===== config.mk =====
export PLATFORM = sky130hd
export DESIGN_NAME = ram_bist_ctrl
export DESIGN_NICKNAME = d
export VERILOG_FILES = /design/src/rtl/ram_bist_ctrl.sv
export SDC_FILE = /design/constraint.sdc
export NUM_CORES = 1
export LEC_CHECK = 0
export CORE_MARGIN = 1.5
export CORE_UTILIZATION = 33
export CTS_CLUSTER_DIAMETER = 120
export DETAILED_ROUTE_END_ITERATION = 12
export SLEW_MARGIN = 40
export SYNTH_ARGS = -nofsm -noshare
export SYNTH_HDL_FRONTEND = slang
export SYNTH_SLANG_ARGS = --single-unit

===== constraint.sdc =====
create_clock -name clk -period 2.4 [get_ports clk]
set_clock_uncertainty 0.15 [all_clocks]
set_input_delay 0.24 -clock clk [delete_from_list [all_inputs] [get_ports clk]]
set_output_delay 0.24 -clock clk [all_outputs]
set_load 0.005 [all_outputs]

===== src/rtl/ram_bist_ctrl.sv =====
// rtl/ram_bist_ctrl.sv - single-port RAM self-test initiator (write pattern, read back, count mismatches)
// Optional inverted second pass: define RAM_BIST_INV_PASS_EN.
module ram_bist_ctrl #(
  parameter int datawidth = 8,
  parameter int adswidth  = 4,
  parameter int depth     = 1 << adswidth
) (
  input  logic                  clk,
  input  logic                  rst_n,
  input  logic                  start,
  input  logic [datawidth-1:0]  seed,
  output logic                  wen,
  output logic                  ren,
  output logic [adswidth-1:0]   ads,
  output logic [datawidth-1:0]  wdata,
  input  logic [datawidth-1:0]  rdata,
  output logic                  busy,
  output logic                  done,
  output logic                  pass,
  output logic [adswidth-1:0]   err_ads,
  output logic [adswidth+1:0]   err_cnt
);

  typedef enum logic [2:0] {
    S_IDLE,
    S_WRITE,
    S_READ,
    S_CHECK,
    S_DONE
  } state_t;

  localparam logic [adswidth-1:0] L_LAST = adswidth'(depth - 1);

  state_t                 r_state;
  logic [datawidth-1:0]   r_seed;
  logic                   r_wen;
  logic                   r_ren;
  logic [adswidth-1:0]    r_ads;
  logic [datawidth-1:0]   r_wdata;
  logic                   r_busy;
  logic                   r_done;
  logic                   r_pass;
  logic [adswidth-1:0]    r_err_ads;
  logic [adswidth+1:0]    r_err_cnt;
  logic                   w_inv;
  logic [adswidth-1:0]    w_ads_inc;
  logic                   w_mismatch;

  function automatic logic [datawidth-1:0] f_pat(input logic [adswidth-1:0]  a,
                                                 input logic [datawidth-1:0] s,
                                                 input logic                 inv);
    logic [datawidth+adswidth-1:0] w_ext;
    w_ext = {{datawidth{1'b0}}, a};
    return (w_ext[datawidth-1:0] ^ s) ^ {datawidth{inv}};
  endfunction

`ifdef RAM_BIST_INV_PASS_EN
  logic r_inv;
  assign w_inv = r_inv;
`else
  assign w_inv = 1'b0;
`endif

  assign w_ads_inc = r_ads + 1'b1;
  // rdata now holds the word read for the address issued in the previous cycle
  assign w_mismatch = r_ren && (rdata != f_pat(r_ads, r_seed, w_inv));

  always_ff @(posedge clk or negedge rst_n) begin
    if (!rst_n) begin
      r_state   <= S_IDLE;
      r_seed    <= '0;
      r_wen     <= 1'b0;
      r_ren     <= 1'b0;
      r_ads     <= '0;
      r_wdata   <= '0;
      r_busy    <= 1'b0;
      r_done    <= 1'b0;
      r_pass    <= 1'b0;
      r_err_ads <= '0;
      r_err_cnt <= '0;
`ifdef RAM_BIST_INV_PASS_EN
      r_inv     <= 1'b0;
`endif
    end else begin
      if (w_mismatch) begin
        if (r_err_cnt == '0) r_err_ads <= r_ads;
        if (r_err_cnt != '1) r_err_cnt <= r_err_cnt + 1'b1;
      end
      case (r_state)
        S_IDLE, S_DONE: begin
          if (start) begin
            r_state   <= S_WRITE;
            r_seed    <= seed;
            r_wen     <= 1'b1;
            r_ads     <= '0;
            r_wdata   <= f_pat('0, seed, 1'b0);
            r_busy    <= 1'b1;
            r_done    <= 1'b0;
            r_pass    <= 1'b0;
            r_err_ads <= '0;
            r_err_cnt <= '0;
`ifdef RAM_BIST_INV_PASS_EN
            r_inv     <= 1'b0;
`endif
          end
        end
        S_WRITE: begin
          if (r_ads == L_LAST) begin
            r_state <= S_READ;
            r_wen   <= 1'b0;
            r_ren   <= 1'b1;
            r_ads   <= '0;
            r_wdata <= '0;
          end else begin
            r_ads   <= w_ads_inc;
            r_wdata <= f_pat(w_ads_inc, r_seed, w_inv);
          end
        end
        S_READ: begin
          if (r_ads == L_LAST) begin
            r_state <= S_CHECK;
            r_ren   <= 1'b0;
            r_ads   <= '0;
          end else begin
            r_ads <= w_ads_inc;
          end
        end
        S_CHECK: begin
`ifdef RAM_BIST_INV_PASS_EN
          if (!r_inv) begin
            r_inv   <= 1'b1;
            r_state <= S_WRITE;
            r_wen   <= 1'b1;
            r_ads   <= '0;
            r_wdata <= f_pat('0, r_seed, 1'b1);
          end else begin
            r_state <= S_DONE;
            r_busy  <= 1'b0;
            r_done  <= 1'b1;
            r_pass  <= (r_err_cnt == '0);
          end
`else
          r_state <= S_DONE;
          r_busy  <= 1'b0;
          r_done  <= 1'b1;
          r_pass  <= (r_err_cnt == '0);
`endif
        end
        default: r_state <= S_IDLE;
      endcase
    end
  end

  assign wen     = r_wen;
  assign ren     = r_ren;
  assign ads     = r_ads;
  assign wdata   = r_wdata;
  assign busy    = r_busy;
  assign done    = r_done;
  assign pass    = r_pass;
  assign err_ads = r_err_ads;
  assign err_cnt = r_err_cnt;

endmodule


; ---- After elaboration in Yosys (flattened, before gate mapping)
; Cells that the tools add are included.
[totals]
ff_bits = 38
inputBits = 19
output_inout_bits = 27
word_cells = 68
[op_classes]
n_addsub = 2
n_eq_ne = 10
mux = 27
bitwise_logic = 2
n_reduce_logical = 16
[ops]
columns = op, n
row1 = two-way mux 4 bit, 6
row2 = two-way mux 6 bit, 4
row3 = two-way mux 8 bit, 2
row4 = case mux 8 bit (2 select lines), 1
row5 = bitwise XOR 4 x 8 -> 8 bit, 2
row6 = case mux 3 bit (4 select lines), 1
row7 = case mux 1 bit (2 select lines), 5
row8 = two-way mux 3 bit, 3
row9 = AND reduction 3 bit, 3
row10 = != test 8 bit, 1
row11 = case mux 4 bit (2 select lines), 1
row12 = AND reduction 2 bit, 4
row13 = nonzero test 2 bit, 4
row14 = "adder 6 x 1 -> 6 bit, second input constant", 1
row15 = "equality test 3 x 2 -> 1 bit, second input constant", 2
row16 = zero test 6 bit, 1
row17 = "!= test 2 bit, second input constant", 3
row18 = "!= test 6 bit, second input constant", 1
row19 = "adder 4 x 1 -> 4 bit, second input constant", 1
row20 = "equality test 4 bit, second input constant", 1
row21 = two-way mux 1 bit, 4
row22 = OR reduction 2 bit, 2
row23 = "equality test 3 x 1 -> 1 bit, second input constant", 1
row24 = "equality test 3 bit, second input constant", 1
row25 = other kinds (2), 2

; ---- Logic depth before layout (Yosys ltp)
; Gate-level depths: netlist of the first run.
[logic_depth]
word_depth = 6
ltp_mapped = 7
ltp_nobuf = 6

; ---- Worst setup path after synthesis of the first run
; Ideal clock, no wire load.
[synth_path]
kind = reg2reg
start = register r_ads[3], in the netlist ads[3]
end = register r_err_cnt[0], in the netlist err_cnt[0]
setup_ns = 0.125
t_arrival_ns = 1.693
required_time_ns = 2.125
setup_slack_ns = 0.432
stages_incl_launch_ff = 7
n_path_buf = 1
cell_sequence = dfrtp_1 buf_4 xnor3_1 and3_4 a31oi_4 nand2_2 mux2_4
[synth_between]
elab_chain_len = 6
[synth_rtl]
columns = element, line_no
row1 = "start, declared", 38  ; logic [adswidth-1:0] r_ads;
row2 = "start signal, assigned", 115  ; r_ads <= w_ads_inc;
row3 = "start signal, assigned", 125  ; r_ads <= w_ads_inc;
row4 = bitwise XOR 4 x 8 -> 8 bit *, 54  ; return (w_ext[datawidth-1:0] ^ s) ^ {datawidth{inv}};
row5 = != test 8 bit *, 66  ; assign w_mismatch = r_ren && (rdata != f_pat(r_ads, r_seed, w_inv));
row6 = logical AND 1 bit *, 66
row7 = two-way mux 6 bit *, 85  ; if (w_mismatch) begin
row8 = two-way mux 6 bit, 91  ; if (start) begin
row9 = two-way mux 6 bit *, 89  ; case (r_state)
row10 = "end signal, assigned", 87  ; if (r_err_cnt != '1) r_err_cnt <= r_err_cnt + 1'b1;
row11 = "end, declared", 44  ; logic [adswidth+1:0] r_err_cnt;
; Every way passes the cells marked *; elsewhere a longest branch is shown, timed or not.
; A chain may end at the register's enable or synchronous reset.

; ---- Worst setup path in the final report of the first run
[layout_path]
start = register r_seed[1]
end = register r_err_cnt[0], in the netlist err_cnt[0]
[layout_between]
elab_chain_len = 6
[layout_rtl]
columns = element, line_no
row1 = "start, declared", 35  ; logic [datawidth-1:0] r_seed;
row2 = "start signal, assigned", 71  ; r_seed <= '0;
row3 = "start signal, assigned", 93  ; r_seed <= seed;
row4 = bitwise XOR 4 x 8 -> 8 bit *, 54
row5 = != test 8 bit *, 66
row6 = logical AND 1 bit *, 66
row7 = two-way mux 6 bit *, 85
row8 = two-way mux 6 bit, 91
row9 = two-way mux 6 bit *, 89
; Marked as above.

==> impl_metrics.ini, run 1 <==
[global_route]
first_global_vias = 1687
grt-ovfl-total = 0
antenna_found_initial = 0
grt_pass1_wl_um = 8170
grt_max_degree = 39
grt.total_usage = 0.162

[worst_setup_path]
cp_max_fo = 7
required_ns = 2.43
crit_arrival_ns = 1.94
r2r_setup_slack_ns = 0.49
end_kind = register
reg2reg_depth = 5
critPathKind = reg -> reg
r2r-start = r_seed[1]$_DFFE_PN0P_
crit_path_start_kind = register
r2r_end = err_cnt[0]$_DFF_PN0_

[timing]
worst_pin_slew_ns = 0.542
grt_setup_unrepaired = false
fin_crit_ns = 1.91
setup_viol = 0
drv_slew = 0
hold_ws_ns = 0.318
max_freq_mhz = 525
maxSlewHeadroom = 0.635
fin_crit_sh = 0.794
hold_violations = 0
tns_ns = 0

[yosys]
synthArstFlopShare = 1.00
synth_top_family_by_area = simple AND/OR/NAND/NOR gates
yosys.area_share.adder = 0.0183
synth_nets = 238
yosys_warnings = 0
ys_seq_elements = 38
synth-xor-area-share = 0.0879
synth-edff-count = 0
synthMuxAreaShare = 0.0324
netlist_area_sq_um = 2050
synth_cell_types = 45
ys.flop_type = dfrtp_1
synth_compound_area_frac = 0.157
ys_seq_area_frac = 0.464
avgSynthCellArea_sq_um = 9.49
synthSimpleGateAreaFrac = 0.209
synth_cells = 216

[layout]
nets = 290
syn2layout_area_growth_pct = 32.7
layout-drive-gt1-share = 0.104
stdcell_count = 344
n_antenna_cell = 0
fin_area_sq_um = 2720

[power]
p_per_area_nw_per_um2 = 1100
p_leak_uw = 0.00121
peakVddDrop_mv = 0.672

[clocking]
cts_tree = done
cts_buffer_depth = 2
htree_levels = 2
clkLatencyLatePin_ns = 0.29
root_buffer = clkbuf_8
clk_pin_slew_ns = 0.07
cts_made_buffers = 5
cts_setup_buffers = 0
cts.repair.resized = 0
cts.sinks = 38

[floorplan]
die_w_um = 81.8
pin_count = 46
die_h_um = 81.8
design.core.area_sq_um = 5960
dieArea_sq_um = 6690
start_util = 0.344
rows = 28

[route]
first_pass_iters = 4
drt_iter0_drc = 107
wl_per_cell_um = 14.3
vias = 1710
drc = 0
wirelength_um = 4910
viasPerCell = 4.97
postRouteAntennaNets = 0

[place]
dp.cells = 335
dpl-instance-area_sq_um = 2620
place.gp.congestion = 0.825
numPortBuffers = 45
dp_hpwl_um = 3500

[hold_path]
hp-class = in -> async

[run]
cap_violations = 0

[status]
status = complete, no violations
[cells in the final DEF (no fill, tap or decap), types with 2 or more instances in the layout]
cell type / Yosys / final
xor2_1: 5 / 5
inv_1: 6 / 6
o21ai_0: 6 / 6
a41oi_1: 2 / 2
o21a_1: 2 / 2
nand2b_1: 3 / 3
buf_4: 1 / 10
nand3_1: 10 / 10
ha_1: 3 / 3
xnor3_1: 3 / 3
a31oi_1: 7 / 7
nand2_1: 42 / 42
clkbuf_8: 0 / 6
and3_1: 4 / 4
dfrtp_1: 38 / 38
mux2i_1: 4 / 4
clkdlybuf4s50_1: 0 / 44
nor3_1: 3 / 3
o22ai_1: 2 / 2
o21ai_1: 5 / 5
a21oi_1: 15 / 15
xnor2_1: 6 / 6
nor2_1: 17 / 17
[routing by layer]
layer	routed length, um	global-route usage	vias up
li1	-	-	859
met1	2390	0.218	802
met2	2260	0.254	40
met3	192	0.0356	9
met4	71	0.0627	0
met5	0	0	-
[cells by family (layout without fill, tap and decap cells)]
kind of cell,after synthesis,count (layout)
muxes,6,6
adders and majority gates,3,3
and+or+nand+nor,90,90
DFF,38,38
AOI/OAI and AO/OA,48,48
xor gates and xnor gates,15,15
buffers and inverters,16,69
[area by class of cell]
| cell class | count | area, sq um |
|---|---|---|
| Timing Repair Buffer | 55 | 526 |
| Sequential cell | 38 | 951 |
| Clock inverter | 1 | 5.00 |
| Inverter | 6 | 22.5 |
| Tap cell | 75 | 93.8 |
| Multi-Input combinational cell | 162 | 1030 |
| Fill cell | 594 | 3240 |
| Clock buffer | 7 | 86.3 |
[power breakdown]
part	switching, uW	internal (uW)
registers	170	854
logic	743	771
clock network	227	232
total	1140	1860
[cells in the mapped netlist, types with 2 or more instances]
| master | n | area [sq um] |
|---|---|---|
| o21a_1 | 2 | 15.0 |
| nand2b_1 | 3 | 18.8 |
| nand2_1 | 42 | 158 |
| xnor2_1 | 6 | 52.6 |
| o21ai_1 | 5 | 25.0 |
| nor3_1 | 3 | 15.0 |
| ha_1 | 3 | 37.5 |
| nand3_1 | 10 | 50.1 |
| clkbuf_1 | 9 | 33.8 |
| dfrtp_1 | 38 | 951 |
| o22ai_1 | 2 | 12.5 |
| a41oi_1 | 2 | 17.5 |
| a31oi_1 | 7 | 43.8 |
| a21oi_1 | 15 | 75.1 |
| nor2_1 | 17 | 63.8 |
| mux2i_1 | 4 | 40.0 |
| inv_1 | 6 | 22.5 |
| and3_1 | 4 | 25.0 |
| xnor3_1 | 3 | 67.6 |
| o21ai_0 | 6 | 30.0 |
| xor2_1 | 5 | 43.8 |
[registers in the layout, indices dropped and copies added (netlist names), 3 cells and up]
register  flops
r_seed        8
err_cnt       6
wdata         8
err_ads       4
ads           4
r_state       3
[worst max-delay path: stages (launching register included)]
cell and delay (ns):
dfrtp_1 0.42, xnor3_1 0.35, and3_4 0.21, a31oi_4 0.27, nand2_2 0.10, mux2_4 0.30
[worst max-delay path by stage]
stage                     startpoint                   end  cells after the start
6_report       r_seed[1]$_DFFE_PN0P_  err_cnt[0]$_DFF_PN0_                      5
5_1_grt        r_seed[6]$_DFFE_PN0P_  err_cnt[5]$_DFF_PN0_                      5
4_1_cts        r_seed[6]$_DFFE_PN0P_  err_cnt[0]$_DFF_PN0_                      5
3_5_place_dp                rdata[6]  err_cnt[0]$_DFF_PN0_                      6
3_3_place_gp                rdata[6]  err_cnt[0]$_DFF_PN0_                      6
2_1_floorplan     ads[3]$_DFFE_PN0P_  err_cnt[0]$_DFF_PN0_                      6
[timing repair]
item,4_1_cts,5_1_grt
hold buffers,1,0
hold endpoints to repair,38,0
setup endpoints to repair,0,0
[through the flow]
| stage | util | setup WS, ns | total power (uW) |
|---|---|---|---|
| after floorplan | - | 0.432 | 1990 |
| after global routing | 0.457 | 0.363 | 3230 |
| final | 0.457 | 0.495 | 3000 |
| after detailed placement | 0.439 | 0.236 | 2550 |
| after CTS | 0.457 | 0.478 | 3030 |
| after global placement | 0.439 | 0.256 | 2550 |
No activity file was read; power rests on OpenSTA's default activity.
==> run 2: changes to the inputs <==
clock period = 1.6 ns   (was 2.4 ns; I/O delays follow)
==> impl_metrics.ini, run 2 (synthesis results as in run 1) <==
[status]
status = finished with violations
violations = negative setup slack

[floorplan]
start_util = 0.344
pin_count = 46
die_h_um = 81.8
die_w_um = 81.8
design.core.area_sq_um = 5960
rows = 28
dieArea_sq_um = 6690

[place]
dp.cells = 367
dp_hpwl_um = 4010
numPortBuffers = 45
place.gp.congestion = 0.805
dp_slack_ns = -0.490
dpl-instance-area_sq_um = 2890

[route]
vias = 1873
postRouteAntennaNets = 0
drc = 0
viasPerCell = 4.89
wirelength_um = 5360
first_pass_iters = 4
drt_iter0_drc = 101
wl_per_cell_um = 14.0

[worst_setup_path]
cp.depth = 5
reg2reg_depth = 5
critPathKind = reg -> reg
crit_arrival_ns = 1.85
cp_max_fo = 4
crit_chain = xnor3_1 -> and3_4 -> a31oi_4 -> nand2_2 -> mux2_4
crit_slowest_cell = dfrtp_1
crit_family = flip-flops
required_ns = 1.63
end_kind = register
crit_path_start_kind = register
max_stage_delay_ns = 0.40
cp_num_buf_inv = 0

[timing]
fin_crit_ns = 1.82
grt_setup_unrepaired = true
maxSlewHeadroom = 0.721
tns_ns = -1.56
drv_slew = 0
fin_ws_ns = -0.217
setup_viol = 10
hold_violations = 0
fin_crit_sh = 1.14
max_freq_mhz = 550
worst_pin_slew_ns = 0.418

[power]
power_uw = 5000
p_per_area_nw_per_um2 = 1580
peakVddDrop_mv = 0.878
p_leak_uw = 0.00151

[clocking]
cts_made_buffers = 5
cts_buffer_depth = 2
cts.sinks = 38
htree_levels = 2
root_buffer = clkbuf_8
clkLatencyLatePin_ns = 0.29
clk_pin_slew_ns = 0.07
cts_tree = done

[layout]
fill_cells = 598
nets = 329
layout_common_cells = nand2_1 (42), buf_4 (38), clkdlybuf4s50_1 (36)
syn2layout_area_growth_pct = 54.8
n_antenna_cell = 0
fin_area_sq_um = 3170
layout-drive-gt1-share = 0.292
layout_commonest_cell = nand2_1
stdcell_count = 383

[global_route]
first_global_vias = 1782
grt_pass1_wl_um = 8520
antenna_found_initial = 0
grt-ovfl-total = 0
grt_max_degree = 23
grt.total_usage = 0.172

[hold_path]
hp-class = in -> async

[run]
cap_violations = 0
run 2: metal layers:
metal	GRT usage	vias to the layer above	wire length (um)
met3	0.0356	10	217
met5	0	-	0
met1	0.229	880	2530
li1	-	942	-
met4	0.0559	0	77
met2	0.280	41	2530
run 2: layout make-up:
| cell class | count | area [sq um] | share of cell area |
|---|---|---|---|
| multi-input combinational | 162 | 1140 | 0.359 |
| sequential | 38 | 956 | 0.301 |
| timing repair buffer | 94 | 871 | 0.274 |
| tap | 75 | 93.8 | 0.0296 |
| clock buffer | 7 | 86.3 | 0.0272 |
| inverter | 6 | 22.5 | 0.00710 |
| clock inverter | 1 | 5.00 | 0.00158 |
run 2: final timing paths:
check                           slack (ns)                   end             startpoint
worst max-delay path                 -0.22  err_cnt[0]$_DFF_PN0_  r_seed[0]$_DFFE_PN0P_
worst min-delay path                  0.18      done$_DFFE_PN0P_                  rst_n
worst max register to register       -0.22  err_cnt[0]$_DFF_PN0_  r_seed[0]$_DFFE_PN0P_
worst min register to register        0.37      busy$_DFFE_PN0P_       busy$_DFFE_PN0P_
max in group asynchronous             0.65    ads[0]$_DFFE_PN0P_                  rst_n
min in group clk                      0.27  wdata[6]$_DFFE_PN0P_                seed[6]
run 2: power breakdown:
part | internal (uW) | switching (uW) | total [uW]
Sequential | 1290 | 294 | 1580
Clock | 348 | 343 | 690
Combinational | 1490 | 1240 | 2730
Total | 3120 | 1880 | 5000
run 2: repair_timing:
| item | in CTS | in global routing |
|---|---|---|
| pin swaps | 9 | 4 |
| resized for setup | 18 | 21 |
| hold buffers | 1 | 0 |
| hold endpoints to repair | 38 | 0 |
| buffers inserted | 4 | 3 |
| endpoints found under the setup margin | 19 | 28 |
run 2: stage by stage:
step | hold slack [ns] | util
2_1_floorplan | -0.286 | -
3_3_place_gp | -0.0337 | 0.484
3_5_place_dp | -0.0352 | 0.484
4_1_cts | 0.197 | 0.517
5_1_grt | 0.220 | 0.533
6_report | 0.180 | 0.533
